## src/rtl/pio_fifo_reader_pkg.sv

```systemverilog
// rtl/pio_fifo_reader_pkg.sv - shared state type and bit indices for pio_fifo_reader
package pio_fifo_reader_pkg;

    typedef enum logic [1:0] {
        IDLE = 2'd0,
        POP  = 2'd1,
        CAPT = 2'd2,
        ACK  = 2'd3
    } rd_state_t;

    localparam int ST_ACK   = 0;
    localparam int ST_VALID = 1;
    localparam int ST_UFLOW = 2;
    localparam int ST_OVR   = 3;
    localparam int ST_WRF   = 4;
    localparam int ST_BUSY  = 5;

    localparam int RQ_EN         = 0;
    localparam int RQ_CLR_STICKY = 1;
    localparam int RQ_CLR_CNT    = 2;

endpackage

```

## src/rtl/pio_fifo_reader_toggle_edge_det.sv

```systemverilog
// rtl/pio_fifo_reader_toggle_edge_det.sv - toggle edge detector that arms one cycle after reset
module toggle_edge_det (
    input  logic clk,
    input  logic reset_n,
    input  logic i_tgl,
    output logic o_edge
);

    logic r_armed;
    logic r_prev;

    // Track the toggle level; the first cycle out of reset only loads it so a level held through reset is not a request
    always_ff @(posedge clk or negedge reset_n) begin
        if (!reset_n) begin
            r_armed <= 1'b0;
            r_prev  <= 1'b0;
        end else begin
            r_armed <= 1'b1;
            r_prev  <= i_tgl;
        end
    end

    assign o_edge = r_armed & (i_tgl ^ r_prev);

endmodule

```

## src/rtl/pio_fifo_reader.sv

```systemverilog
// rtl/pio_fifo_reader.sv - FIFO read side to HPS PIO word/ack handshake (optional prefetch: PIO_FIFO_READER_PREFETCH_EN)
module pio_fifo_reader
    import pio_fifo_reader_pkg::*;
#(
    parameter int DATA_W = 16,
    parameter int CNT_W  = 32
) (
    input  logic              clk,
    input  logic              reset_n,
    input  logic              read_clk_tgl,
    input  logic [7:0]        read_rq,
    input  logic [DATA_W-1:0] fifo_q,
    input  logic              fifo_empty,
    input  logic              fifo_wrfull,
    output logic              fifo_rdreq,
    output logic [DATA_W-1:0] word_out,
    output logic [7:0]        read_status,
    output logic [CNT_W-1:0]  word_count
);

    rd_state_t         r_state;
    rd_state_t         w_next;
    logic              r_pending;
    logic              r_ack;
    logic              r_valid;
    logic              r_uflow;
    logic              r_ovr;
    logic              r_wrf;
    logic [DATA_W-1:0] r_word;
    logic [CNT_W-1:0]  r_count;

    logic              w_edge;
    logic              w_accept;
    logic              w_fsm_rdreq;
    logic              w_pend_clr;
    logic              w_serve;
    logic              w_inc;
    logic              w_uflow_set;
    logic              w_ack_tgl;
    logic              w_clr_sticky;
    logic              w_clr_cnt;
    logic              w_pf_hit;
    logic              w_pf_wait;
    logic [DATA_W-1:0] w_pf_data;
    logic              w_unused_rq;

    assign w_unused_rq  = ^read_rq[7:3];
    assign w_clr_sticky = read_rq[RQ_CLR_STICKY];
    assign w_clr_cnt    = read_rq[RQ_CLR_CNT];

    toggle_edge_det u_edge_det (
        .clk     (clk),
        .reset_n (reset_n),
        .i_tgl   (read_clk_tgl),
        .o_edge  (w_edge)
    );

    // Edges keep being tracked while disabled; they just never become requests
    assign w_accept = w_edge & read_rq[RQ_EN];

`ifdef PIO_FIFO_READER_PREFETCH_EN
    logic              r_pf_valid;
    logic              r_pf_fill;
    logic [DATA_W-1:0] r_pf_data;
    logic              w_pf_req;

    // Refill only from an idle, request-free cycle so it never competes with the FSM pop
    assign w_pf_req = (r_state == IDLE) && !r_pending && !r_pf_valid && !r_pf_fill
                      && !fifo_empty && read_rq[RQ_EN];

    // Stage one word ahead; data lands the cycle after the pop strobe
    always_ff @(posedge clk or negedge reset_n) begin
        if (!reset_n) begin
            r_pf_valid <= 1'b0;
            r_pf_fill  <= 1'b0;
            r_pf_data  <= '0;
        end else begin
            r_pf_fill <= w_pf_req;
            if (r_pf_fill) begin
                r_pf_valid <= 1'b1;
                r_pf_data  <= fifo_q;
            end else if (w_serve) begin
                r_pf_valid <= 1'b0;
            end
        end
    end

    assign w_pf_hit   = r_pf_valid;
    assign w_pf_wait  = r_pf_fill;
    assign w_pf_data  = r_pf_data;
    assign fifo_rdreq = w_fsm_rdreq | w_pf_req;
`else
    assign w_pf_hit   = 1'b0;
    assign w_pf_wait  = 1'b0;
    assign w_pf_data  = '0;
    assign fifo_rdreq = w_fsm_rdreq;
`endif

    // FSM state register
    always_ff @(posedge clk or negedge reset_n) begin
        if (!reset_n) begin
            r_state <= IDLE;
        end else begin
            r_state <= w_next;
        end
    end

    // Next state and per-cycle strobes; a popped word acks on leaving CAPT, an underflow acks on leaving ACK
    always_comb begin
        w_next      = r_state;
        w_fsm_rdreq = 1'b0;
        w_pend_clr  = 1'b0;
        w_serve     = 1'b0;
        w_inc       = 1'b0;
        w_uflow_set = 1'b0;
        w_ack_tgl   = 1'b0;
        case (r_state)
            IDLE: begin
                if (r_pending) begin
                    if (w_pf_hit) begin
                        w_serve    = 1'b1;
                        w_inc      = 1'b1;
                        w_ack_tgl  = 1'b1;
                        w_pend_clr = 1'b1;
                    end else if (w_pf_wait) begin
                        w_next = IDLE;
                    end else if (fifo_empty) begin
                        w_uflow_set = 1'b1;
                        w_next      = ACK;
                    end else begin
                        w_next = POP;
                    end
                end
            end
            POP: begin
                w_fsm_rdreq = 1'b1;
                w_next      = CAPT;
            end
            CAPT: begin
                w_inc     = 1'b1;
                w_ack_tgl = 1'b1;
                w_next    = ACK;
            end
            ACK: begin
                // valid is low here only when this request took the empty path
                w_ack_tgl  = !r_valid;
                w_pend_clr = 1'b1;
                w_next     = IDLE;
            end
            default: w_next = IDLE;
        endcase
    end

    // Request bookkeeping, captured word, handshake bits, sticky flags and pop counter
    always_ff @(posedge clk or negedge reset_n) begin
        if (!reset_n) begin
            r_pending <= 1'b0;
            r_ack     <= 1'b0;
            r_valid   <= 1'b0;
            r_uflow   <= 1'b0;
            r_ovr     <= 1'b0;
            r_wrf     <= 1'b0;
            r_word    <= '0;
            r_count   <= '0;
        end else begin
            if (w_accept && (w_pend_clr || !r_pending)) begin
                r_pending <= 1'b1;
            end else if (w_pend_clr) begin
                r_pending <= 1'b0;
            end

            if (w_ack_tgl) begin
                r_ack <= ~r_ack;
            end

            if ((r_state == CAPT) || w_serve) begin
                r_valid <= 1'b1;
            end else if (w_uflow_set) begin
                r_valid <= 1'b0;
            end

            if (r_state == CAPT) begin
                r_word <= fifo_q;
            end else if (w_serve) begin
                r_word <= w_pf_data;
            end

            if (w_clr_sticky) begin
                r_uflow <= 1'b0;
                r_ovr   <= 1'b0;
                r_wrf   <= 1'b0;
            end else begin
                if (w_uflow_set) begin
                    r_uflow <= 1'b1;
                end
                if (w_accept && r_pending && !w_pend_clr) begin
                    r_ovr <= 1'b1;
                end
                if (fifo_wrfull) begin
                    r_wrf <= 1'b1;
                end
            end

            if (w_clr_cnt) begin
                r_count <= '0;
            end else if (w_inc) begin
                r_count <= r_count + 1'b1;
            end
        end
    end

    assign word_out    = r_word;
    assign word_count  = r_count;
    assign read_status = {2'b00, (r_state != IDLE) | r_pending, r_wrf, r_ovr, r_uflow, r_valid, r_ack};

endmodule

```

## config.mk

```make
export PLATFORM = sky130hd
export DESIGN_NAME = pio_fifo_reader
export DESIGN_NICKNAME = d
export VERILOG_FILES = /design/src/rtl/pio_fifo_reader_pkg.sv /design/src/rtl/pio_fifo_reader_toggle_edge_det.sv /design/src/rtl/pio_fifo_reader.sv
export SDC_FILE = /design/constraint.sdc
export NUM_CORES = 1
export LEC_CHECK = 0
export BUFFER_PORTS_ARGS = -buffer_cell sky130_fd_sc_hd__buf_4
export CAP_MARGIN = 5
export CELL_PAD_IN_SITES_DETAIL_PLACEMENT = 0
export CELL_PAD_IN_SITES_GLOBAL_PLACEMENT = 1
export CORE_MARGIN = 1
export CORE_UTILIZATION = 35
export CTS_CLUSTER_SIZE = 28
export DETAILED_ROUTE_END_ITERATION = 7
export PLACE_DENSITY_LB_ADDON = 0.25
export SETUP_SLACK_MARGIN = 0.4
export SLEW_MARGIN = 20
export SYNTH_ARGS = -nofsm -noshare
export SYNTH_HDL_FRONTEND = slang
export SYNTH_SLANG_ARGS = --single-unit
```

## constraint.sdc

```tcl
create_clock -name clk -period 2.1 [get_ports clk]
set_input_delay 0.315 -clock clk [delete_from_list [all_inputs] [get_ports clk]]
set_output_delay 0.315 -clock clk [all_outputs]
set_load 0.02 [all_outputs]
```

# After elaboration in Yosys (flattened, before gate mapping)
# Index checks and enable logic that the tools add are counted.
# word_totals
reg_bits	58
output_inout_bits	57
wordCells	59
# classes
add_sub_neg	1
eq_ne	4
n_mux	23
bitwise	5
reduce_logical	15
# op_table
operator	n
32-bit two-way mux	2
32-bit by 1-bit adder with 32-bit output, second input constant	1
1-bit two-way mux	16
16-bit two-way mux	1
2-bit nonzero test	7
2-bit case mux with 4 select lines	1
2-bit equality test, second input constant	2
2-bit two-way mux	2
1-bit logical AND	3
1-bit zero test	3
1-bit bitwise AND	2
2-bit by 1-bit equality test with 1-bit output, second input constant	1
2-bit zero test	1
2-bit != test, second input constant	1
1-bit case mux with 2 select lines	1
1-bit logical OR	1
1-bit inverter	1
1-bit bitwise OR	1
1-bit XOR	1

# Depth between registers and ports, before layout
# depth
depth_word	7
mapped_depth	8

# By module
# A second synthesis with hierarchy kept.
# unflattened
cells_unflattened	252
area_unflattened_um2	2720.1
# by_module_without_submodules
module	instances	cells_per_inst	area_per_inst_um2
pio_fifo_reader	1	247	2651.3
toggle_edge_det	1	5	68.8

# Least setup slack after synthesis
# OpenSTA, ideal clock, no wires.
# synth_path
path_kind	register to register
startpoint	register r_state[0]
endpoint	register r_count[29], in the netlist word_count[29]
t_arrival_ns	2.157
setup_slack_ns	-0.182
path_stages_with_launch	9
n_path_buf	2
synth_period_minus_slack_ns	2.282
path_cell_list	dfrtp_1 > inv_1 > ha_1 > buf_6 > nand4_4 > or4_1 > buf_2 > nor4_1 > mux2_2
# synth_between
elab_chain_cells	3
# synth_rtl
item	line_no	rtl
start, declared	pio_fifo_reader.sv:21	rd_state_t r_state;
start signal, assigned	pio_fifo_reader.sv:104	r_state <= w_next;
2-bit equality test	pio_fifo_reader.sv:117	case (r_state)
1-bit two-way mux	n/a	
via w_inc	pio_fifo_reader.sv:37	logic w_inc;
2-bit nonzero test (no line)	n/a	
end signal, assigned	pio_fifo_reader.sv:207	r_count <= r_count + 1'b1;
end, declared	pio_fifo_reader.sv:30	logic [CNT_W-1:0] r_count;
# The timed path passes the listed nets, and every way through them passes these cells.
# A chain may end at the register's enable or synchronous reset.

# Worst setup path after layout
# layout_path
startpoint	register r_state[0]
endpoint	register r_count[27], in the netlist word_count[27]
# Same word-level chain as after synthesis.

==> results.toml <==
[yosys]
netlist_top_cells_area = "dfrtp_1 51%, mux2_2 8.0%, a21oi_1 3.7%"
ys_types = 37
syn_area_per_cell_um2 = 10.7
synth.largest_area_cell = "dfrtp_1"
ys_seq_area_frac = 0.514
synth.top_cell.area_share = 0.514
ys_ff_latch = 58
syn_area_um2 = 2820
syn_inst = 265
synth_warnings = 0

[power]
p_per_area_nw_per_um2 = 957
power_mw = 4.05
leakagePower_nw = 1.98
peakVddDrop_mv = 0.941

[global_route]
antenna_found_initial = 0
grt_first_pass_wirelength_um = 11900
grt_pass1_vias = 2494
grt_start_max_net_pins = 37
grt_overflow = 0
grt_usage = 0.181

[floorplanning]
start_util = 0.363
die_h_um = 91.8
num_io_pins = 86
row_count = 32
coreArea_um2 = 7770
die-area_um2 = 8430
die_x_um = 91.8

[place]
post-dp-hpwl_um = 4740
numPortBuffers = 78
dpl-instance-area_um2 = 3690
gp_congestion = 0.732
dp.cells = 459

[drt]
vias = 2466
drc_errors = 0
ant_nets = 0
first_pass_iters = 4
drt-initial-drc-count = 101
wl_um = 7100
wl_per_cell_um = 14.6
vias_per_cell = 5.06

[final_layout]
final_util = 0.545
stdcell_count = 487
layout.nets = 414
final_cell_area_um2 = 4230
antenna_cells = 0
mostFrequentLayoutCell = "buf_4"
layout_common_cells = "110 x buf_4, 48 x dfrtp_1, 22 x nor2_1"
drive_gt1_frac = 0.517
area_growth_pct = 49.9

[setup_path]
critPathMaxFanout = 5
crit_type = "register to register"
cp-end-kind = "register"
cp.required_ps = 2370
start_kind = "register"
arrival_ps = 2280

[sta]
finalSetupViolCount = 0
whs_ps = 96.0
slew_viol_final = 0
fmax_ghz = 0.497
rsz0062_at_grt = "yes"
fin_crit_sh = 0.958
final-hold-violation-count = 0
skew_ps = 7.66
period_minus_slack_ps = 2010

[clock_network]
cts_sinks = 58
clkLatencyLatePin_ps = 340
clockRootBuffer = "clkbuf_8"
clk_path_buf_depth = 2
cts-buffers-inserted = 9
cts_tree = "done"
cts.htree.levels = 3
clk_pin_slew_ps = 70

[status]
status = "finished, final reports clean"

[flow_run]
drv_cap = 0

[min_path]
hp-class = "input pin to register"
-- logic make-up (layout without fill, tap and decap cells) --
logic type	count (synthesis)	in the layout	share of synthesized area
multiplexers	22	22	0.0869
buffers and inverters	29	148	0.0576
XOR/XNOR	12	12	0.0372
flip-flops	58	58	0.514
AO/OA/AOI/OAI	41	41	0.0864
adder cells (fa/ha/maj)	5	5	0.0222
AND/OR/NAND/NOR	96	96	0.193
other	2	3	0.00266
-- synth_stat cells, drive strengths merged --
master and count:
xor2 7, a41oi 1, nand3 10, and4 3, a21o 1, dfrtp 58
inv 11, xnor2 5, ha 5, nor2b 4, and3 3, nand4 10
mux2i 2, nor3 6, mux2 20, nand2 13, a31o 2, nor4 3
buf 11, clkbuf 7, o21ai 6, nand2b 1, conb 2, a21oi 21
or4 15, or3 6, o31ai 10, nor2 22
-- flip-flops by register name, indices dropped and copies added, names as in the netlist --
| register | cells |
|---|---|
| u_edge_det.r_prev | 1 |
| r_uflow | 1 |
| r_valid | 1 |
| r_ack | 1 |
| r_state | 2 |
| r_ovr | 1 |
| word_out | 16 |
| u_edge_det.r_armed | 1 |
| word_count | 32 |
| r_wrf | 1 |
| r_pending | 1 |
-- cell type report --
cell class,instances,area (µm²)
clock buffers,11,141
clock inverters,5,53.8
fillers,733,3540
inverters,11,43.8
multi-input cells,179,1420
flip-flops and latches,58,1460
well taps,102,128
repair buffers,121,977
-- metal layers --
metal	vias to the layer above	wire length (µm)	track usage
met5	-	0	0
met4	0	109	0.0781
met3	8	343	0.0423
met2	67	3470	0.291
met1	1214	3180	0.232
li1	1177	-	-
-- where the power goes --
part | internal [mW] | switching (mW)
Clock | 0.576 | 0.455
Sequential | 1.35 | 0.150
Combinational | 0.775 | 0.737
Total | 2.71 | 1.34
-- stage by stage --
| step | setup TNS, ps | setup WS (ps) |
|---|---|---|
| final | 0 | 88.7 |
| after global routing | -25.1 | -22.0 |
| after CTS | 0 | 100 |
| after detailed placement | -16.0 | -8.08 |
| after floorplan | -314 | -92.6 |
| after global placement | 0 | 22.5 |
-- path summary, 6_finish.rpt --
check,startpoint,cells past startpoint,slack (ps),endpoint
worst max-delay path,r_state[0],7,90,word_count[27]
worst min-delay path,read_clk_tgl,1,100,u_edge_det.r_prev
worst max register to register,r_state[0],7,90,word_count[27]
worst min register to register,r_ack,1,480,r_ack
max in group asynchronous,reset_n,3,1130,word_count[14]
min in group asynchronous,reset_n,2,450,word_count[22]
-- timing repair --
action                                 in CTS  in global routing
setup buffers                               5                  5
cloned                                      1                  0
pin swaps                                  11                 10
endpoints found under the hold margin      27                  0
setup endpoints to repair                  23                 27
resized for setup                          26                 27
hold buffers                                1                  0
-- worst max-delay path, stage by stage, from the launching register on --
cell     delay [ps]
dfrtp_1         400
inv_2            90
ha_4            150
nand4_4         120
or4_4           450
buf_8           150
or4_1           460
a21oi_1         130
(Power assumes the default switching activity.)
